--- src/rtl/pwm_duty_ctrl_pkg.sv ---
// Shared project definitions for the PWM duty controller and the display decoder:
// duty level range plus the level-update rule used by the controller.
package pwm_duty_ctrl_pkg;

  localparam int LEVEL_MAX = 10;
  localparam int LEVEL_W   = 4;

  typedef logic [LEVEL_W-1:0] level_t;

  typedef enum logic [1:0] {
    CMD_HOLD,
    CMD_UP,
    CMD_DOWN
  } level_cmd_e;

  // Simultaneous up and down presses cancel each other.
  function automatic level_cmd_e decode_cmd(input logic up, input logic dn);
    level_cmd_e cmd;
    case ({up, dn})
      2'b10:   cmd = CMD_UP;
      2'b01:   cmd = CMD_DOWN;
      default: cmd = CMD_HOLD;
    endcase
    return cmd;
  endfunction

  function automatic level_t apply_cmd(input level_t lvl, input level_cmd_e cmd);
    level_t nxt;
    nxt = lvl;
    case (cmd)
      CMD_UP:   if (lvl < level_t'(LEVEL_MAX)) nxt = lvl + 1'b1;
      CMD_DOWN: if (lvl != '0) nxt = lvl - 1'b1;
      default:  nxt = lvl;
    endcase
    return nxt;
  endfunction

endpackage

--- src/rtl/pwm_duty_ctrl_if.sv ---
// Pin bundle of the PWM duty controller: raw push-buttons in, PWM and display codes out.
interface pwm_duty_ctrl_if;
  import pwm_duty_ctrl_pkg::*;

  logic   key_up_n;
  logic   key_dn_n;
  logic   pwm_out;
  level_t level;
  level_t digit0;
  level_t digit1;
  level_t digit2;
  logic   step_pulse;

  modport master (
    output key_up_n, key_dn_n,
    input  pwm_out, level, digit0, digit1, digit2, step_pulse
  );

  modport slave (
    input  key_up_n, key_dn_n,
    output pwm_out, level, digit0, digit1, digit2, step_pulse
  );

endinterface

--- src/rtl/key_debounce.sv ---
// Synchronizes one active-low push-button, debounces it and emits a one-cycle
// strobe when the debounced state goes from released to pressed.
module key_debounce #(
  parameter int DEB_CYCLES = 1_000_000
) (
  input  logic clk,
  input  logic rst_n,
  input  logic key_n_i,
  output logic press_o
);

  localparam int CNT_W = (DEB_CYCLES > 1) ? $clog2(DEB_CYCLES + 1) : 1;

  logic             sync1_q, sync2_q;
  logic             deb_q, deb_d;
  logic             press_q, press_d;
  logic [CNT_W-1:0] cnt_q, cnt_d;

  // NOTE: sequential state uses non-blocking assignments so every flop samples
  // pre-edge values regardless of process ordering.
  always_ff @(posedge clk or negedge rst_n) begin
    if (!rst_n) begin
      sync1_q <= 1'b1;
      sync2_q <= 1'b1;
      deb_q   <= 1'b1;
      press_q <= 1'b0;
      cnt_q   <= '0;
    end else begin
      sync1_q <= key_n_i;
      sync2_q <= sync1_q;
      deb_q   <= deb_d;
      press_q <= press_d;
      cnt_q   <= cnt_d;
    end
  end

  // NOTE: every output of this block gets a default first so no path can
  // leave a value unassigned and infer a latch.
  always_comb begin
    deb_d   = deb_q;
    press_d = 1'b0;
    cnt_d   = '0;
    if (sync2_q != deb_q) begin
      if (cnt_q == CNT_W'(DEB_CYCLES - 1)) begin
        deb_d   = sync2_q;
        press_d = ~sync2_q;
      end else begin
        cnt_d = cnt_q + 1'b1;
      end
    end
  end

  assign press_o = press_q;

endmodule

--- src/rtl/pwm_duty_ctrl.sv ---
// Push-button duty controller: up/down keys step a 0..10 level, a period counter
// drives a registered PWM whose duty is latched only at period boundaries.
module pwm_duty_ctrl
  import pwm_duty_ctrl_pkg::*;
#(
  parameter int STEP_CYCLES = 5000,
  parameter int DEB_CYCLES  = 1_000_000
) (
  input logic           clk,
  input logic           rst_n,
  pwm_duty_ctrl_if.slave bus
);

  localparam int PERIOD = LEVEL_MAX * STEP_CYCLES;
  localparam int CNT_W  = (PERIOD > 1) ? $clog2(PERIOD) : 1;
  localparam int THR_W  = $clog2(PERIOD + 1);

  logic             up_press, dn_press;
  level_cmd_e       cmd;
  level_t           level_q, level_d;
  level_t           active_q, active_d;
  logic             step_q, step_d;
  logic             pwm_q, pwm_d;
  logic [CNT_W-1:0] cnt_q, cnt_d;
  logic [THR_W-1:0] threshold;
  logic             wrap;

  key_debounce #(.DEB_CYCLES(DEB_CYCLES)) u_key_up (
    .clk     (clk),
    .rst_n   (rst_n),
    .key_n_i (bus.key_up_n),
    .press_o (up_press)
  );

  key_debounce #(.DEB_CYCLES(DEB_CYCLES)) u_key_dn (
    .clk     (clk),
    .rst_n   (rst_n),
    .key_n_i (bus.key_dn_n),
    .press_o (dn_press)
  );

  always_comb begin
    cmd     = decode_cmd(up_press, dn_press);
    level_d = apply_cmd(level_q, cmd);
    step_d  = (level_d != level_q);
  end

  // The shadow level changes only at the wrap, so a mid-period request never
  // reshapes the waveform already in progress.
  always_comb begin
    wrap      = (cnt_q == CNT_W'(PERIOD - 1));
    cnt_d     = wrap ? '0 : cnt_q + 1'b1;
    active_d  = wrap ? level_q : active_q;
    threshold = THR_W'(active_q) * THR_W'(STEP_CYCLES);
    pwm_d     = (THR_W'(cnt_q) < threshold);
  end

  always_ff @(posedge clk or negedge rst_n) begin
    if (!rst_n) begin
      level_q  <= '0;
      step_q   <= 1'b0;
      active_q <= '0;
      cnt_q    <= '0;
      pwm_q    <= 1'b0;
    end else begin
      level_q  <= level_d;
      step_q   <= step_d;
      active_q <= active_d;
      cnt_q    <= cnt_d;
      pwm_q    <= pwm_d;
    end
  end

  assign bus.level      = level_q;
  assign bus.digit0     = level_q;
  assign bus.digit1     = level_q;
  assign bus.digit2     = level_q;
  assign bus.step_pulse = step_q;
  assign bus.pwm_out    = pwm_q;

endmodule

--- src/flat_wrapper.sv ---
// flat-port wrapper written by rule: the top's interface ports become plain ports
module pwm_duty_ctrl_flat import pwm_duty_ctrl_pkg::*;
#(
  parameter int STEP_CYCLES = 5000,
  parameter int DEB_CYCLES  = 1_000_000
)
  (clk, rst_n, bus_key_up_n, bus_key_dn_n, bus_pwm_out, bus_level, bus_digit0, bus_digit1, bus_digit2, bus_step_pulse);
  pwm_duty_ctrl_if bus_i ();
  input logic clk;
  input logic rst_n;
  input wire logic [$bits(bus_i.key_up_n)-1:0] bus_key_up_n;
  input wire logic [$bits(bus_i.key_dn_n)-1:0] bus_key_dn_n;
  output wire logic [$bits(bus_i.pwm_out)-1:0] bus_pwm_out;
  output wire logic [$bits(bus_i.level)-1:0] bus_level;
  output wire logic [$bits(bus_i.digit0)-1:0] bus_digit0;
  output wire logic [$bits(bus_i.digit1)-1:0] bus_digit1;
  output wire logic [$bits(bus_i.digit2)-1:0] bus_digit2;
  output wire logic [$bits(bus_i.step_pulse)-1:0] bus_step_pulse;
  assign bus_i.key_up_n = bus_key_up_n;
  assign bus_i.key_dn_n = bus_key_dn_n;
  assign bus_pwm_out = bus_i.pwm_out;
  assign bus_level = bus_i.level;
  assign bus_digit0 = bus_i.digit0;
  assign bus_digit1 = bus_i.digit1;
  assign bus_digit2 = bus_i.digit2;
  assign bus_step_pulse = bus_i.step_pulse;
  pwm_duty_ctrl #(.STEP_CYCLES(STEP_CYCLES), .DEB_CYCLES(DEB_CYCLES)) u_core (.clk(clk), .rst_n(rst_n), .bus(bus_i));
endmodule
--- config.mk ---
export PLATFORM = sky130hd
export DESIGN_NAME = pwm_duty_ctrl_flat
export DESIGN_NICKNAME = d
export VERILOG_FILES = /design/src/rtl/pwm_duty_ctrl_pkg.sv /design/src/rtl/pwm_duty_ctrl_if.sv /design/src/rtl/key_debounce.sv /design/src/rtl/pwm_duty_ctrl.sv /design/src/flat_wrapper.sv
export SDC_FILE = /design/constraint.sdc
export NUM_CORES = 1
export LEC_CHECK = 0
export BUFFER_PORTS_ARGS = -buffer_cell sky130_fd_sc_hd__buf_4
export CAP_MARGIN = 20
export CELL_PAD_IN_SITES_DETAIL_PLACEMENT = 1
export CELL_PAD_IN_SITES_GLOBAL_PLACEMENT = 1
export CORE_UTILIZATION = 44
export CTS_CLUSTER_DIAMETER = 30
export CTS_CLUSTER_SIZE = 8
export DETAILED_ROUTE_END_ITERATION = 6
export PLACE_DENSITY_LB_ADDON = 0.1
export SYNTH_ARGS = -nofsm -noshare
export SYNTH_HDL_FRONTEND = slang
export SYNTH_SLANG_ARGS = --single-unit
--- constraint.sdc ---
create_clock -name clk -period 3.4 [get_ports clk]
set_input_delay 0.34 -clock clk [delete_from_list [all_inputs] [get_ports clk]]
set_output_delay 0.34 -clock clk [all_outputs]
set_load 0.01 [all_outputs]
==> impl_metrics.toml <==
[worst_setup_path]
slowest_delay_ns = 0.54
cp_max_fo = 2
endpoint_kind = "register"
critPathKind = "register to register"
worstPathRequired_ns = 3.66
cp_data_arrival_time_ns = 3.57
path_cells = "inv_1 > fa_1 > inv_1 > ha_1 > fa_2 > a21o_1 > a21oi_2 > xor2_1 > ha_1 > a21o_1 > a21oi_2 > nand4_1 > a31oi_1"
critPathLaunchType = "register"
slowest_stage = "fa_1"

[die]
die_x_um = 100
core-area_um2 = 9330
start_util_pct = 45.7
dieArea_um2 = 10100
ios = 22
die_h_um = 100
rows = 35

[clock_tree]
htreeDepth = 3
clockBufferDepth = 2
cts_tree = "yes"
clkTransAtPathRegs_ns = 0.08
cts.sinks = 74
cts_buffers = 9
clockRootBuffer = "clkbuf_8"
hold_buffers = 0
clk-insertion-delay-late_ns = 0.34

[finish]
seq_area_um2 = 1860
fin_nets = 489
fillers = 1090
layout.cells.non_filler = 584
drive_gt1_share_pct = 13.4
multi_input_area_um2 = 2200
syn_to_final_growth_pct = 9.62
antennaDiodeCount = 0

[yosys]
synth-edff-count = 0
synth_ff_type = "dfrtp_1"
yosysUniqueCellTypes = 51
synth_area_per_cell_um2 = 9.83
syn_inst = 434
netlist_area_um2 = 4260
seq_area_frac_synth_pct = 43.6
synth-async-reset-ratio_pct = 100
syn-num-nets = 473
ys_warn_count = 0
ys_seq_elements = 74

[global_routing]
overflow = 0
grt_pass1_wl_um = 15500
grt.total_usage_pct = 19.5
grt_max_degree = 75
grt_pass1_vias = 3324
antenna_found_initial = 0

[placed_design]
hpwl_um = 6290
port_buffers = 21
dp_slack_ns = -0.0909
place_inst = 567
place_congestion = 0.746

[timing]
fmax_mhz = 302
finalSetupViolCount = 0
tightest_slew_ns = 0.960
fin_crit_ns = 3.31
setup_slack_ns = 0.0924
maxSlewHeadroom_pct = 36.0
whs_ns = 0.104
finalHoldViolCount = 0
period_share_pct = 97.3
maxSlewViolCount = 0
fin_worst_skew_ns = 0.0125

[drt]
drc = 0
num_vias = 3087
wirelength_um = 8850
wl_per_cell_um = 15.1
drtAntennaViolNets = 0
first_iter_violations = 67
viasPerCell = 5.29
first_pass_iters = 3

[worst_hold_path]
hp-class = "input pin to register"

[power]
power.density_nw_per_um2 = 331
p_leak_uw = 0.00218
peakVddDrop_v = 0.000218

[run]
cap_viol_max_count = 0

[run_status]
status = "complete, no violations"
## cells by family after synthesis
kind of cell	count (synthesis)	synth area share, %
AO/OA/AOI/OAI	41	6.07
XOR/XNOR	56	11.5
adder cells (fa/ha/maj)	35	10.8
buffers and inverters	42	5.05
flip-flops	74	43.6
multiplexers	2	0.528
AND/OR/NAND/NOR	184	22.4
## cell usage after synthesis, types with 2 or more instances
library cell  instances  share of area (%)
dfrtp_1              68                 40
nor2_1               57                5.0
nand2_1              35                3.1
ha_1                 32                9.4
xor2_1               29                6.0
xnor2_1              27                5.5
nand3_1              23                2.7
inv_1                20                1.8
o21ai_0              15                1.8
buf_4                13                2.3
nand4_1              13                1.9
a21oi_1              10                1.2
and3_1               10                1.5
nor3_1                8               0.94
clkbuf_1              6               0.53
dfstp_2               6                3.7
and4_1                5                1.0
nor2b_1               5               0.73
nor3b_1               5               0.88
nor4_1                4               0.59
a21o_1                3               0.53
and2_1                3               0.44
fa_1                  3                1.4
a31oi_1               2               0.29
and4b_1               2               0.47
mux2_2                2               0.53
nand2b_1              2               0.29
nand4b_1              2               0.41
nor4b_1               2               0.41
## area by class of cell
type / count / area share (%)
Clock inverter: 4 / 0.589
Multi-Input combinational cell: 318 / 47.1
Inverter: 20 / 1.61
Tap cell: 129 / 3.45
Timing Repair Buffer: 27 / 4.34
Clock buffer: 12 / 3.10
Sequential cell: 74 / 39.8
## where the power goes
part	internal (µW)	leakage (µW)	switching, µW
Combinational	8.92	0.00110	30.0
Clock	286	0.0000903	328
Sequential	890	0.000994	7.27
Total	1180	0.00218	365
## metal layers
layer	vias to the layer above	share of wire (%)	wire length [µm]	global-route usage (%)
met4	0	1.4	126	7.69
met1	1554	48	4290	25.5
li1	1504	-	-	-
met3	8	1.2	110	2.72
met2	21	49	4320	32.6
met5	-	0	0	0
## worst max-delay path: cells and delay by family, from the launching register on
kind,cells,cell delay [ns]
DFF,1,0.35
and+or+nand+nor,1,0.13
xor gates and xnor gates,1,0.19
adders and majority gates,4,1.57
AOI/OAI and AO/OA,5,0.89
buffers and inverters,2,0.11
## worst paths after layout
kind	slack, ns	from	endpoint	depth (start not counted)
hold reg to reg	0.36	u_core.u_key_dn.sync1_q	u_core.u_key_dn.sync2_q	0
min in group asynchronous	0.11	rst_n	u_core.cnt_q[13]	1
setup / recovery	0.09	u_core.active_q[1]	u_core.bus.pwm_out	13
setup reg to reg	0.09	u_core.active_q[1]	u_core.bus.pwm_out	13
max in group asynchronous	2.62	rst_n	u_core.u_key_up.cnt_q[0]	1
hold / removal	0.10	bus_key_up_n	u_core.u_key_up.sync1_q	1
## registers in the layout, summed over array words and instances, names as in the netlist
| signal | count |
|---|---|
| u_core.u_key_up.press_o | 1 |
| u_core.u_key_up.deb_q | 1 |
| u_core.u_key_up.sync2_q | 1 |
| u_core.u_key_dn.cnt_q | 20 |
| u_core.bus.digit0 | 4 |
| u_core.u_key_dn.deb_q | 1 |
| u_core.bus.pwm_out | 1 |
| u_core.u_key_dn.sync1_q | 1 |
| u_core.u_key_dn.press_o | 1 |
| u_core.u_key_dn.sync2_q | 1 |
| u_core.cnt_q | 16 |
| u_core.u_key_up.cnt_q | 20 |
| u_core.bus.step_pulse | 1 |
| u_core.active_q | 4 |
| u_core.u_key_up.sync1_q | 1 |
## through the flow
stage | util (%) | total power, µW | TNS, ns | area (µm²)
global route | 50.1 | 1610 | -0.0671 | 4670
finish | 50.1 | 1550 | 0 | 4670
floorplan | - | 929 | 0 | 4260
CTS | 50.0 | 1570 | 0 | 4670
detailed placement | 48.0 | 955 | -0.0909 | 4480
global placement | 48.0 | 954 | 0 | 4480
## layout by cell type, fill, tap and decap left out, drive strengths merged, types with 15 or more instances in the layout
cell type  instances
dfrtp             68
nor2              57
nand2             35
ha                32
xor2              29
xnor2             27
buf               27
nand3             23
inv               20
o21ai             15
## repair_timing
item | 4_1_cts | 5_1_grt
pin swaps | 0 | 1
resized for setup | 2 | 2
setup endpoints to repair | 1 | 1
buffers inserted | 1 | 0
No activity file was read; power rests on OpenSTA's default activity.
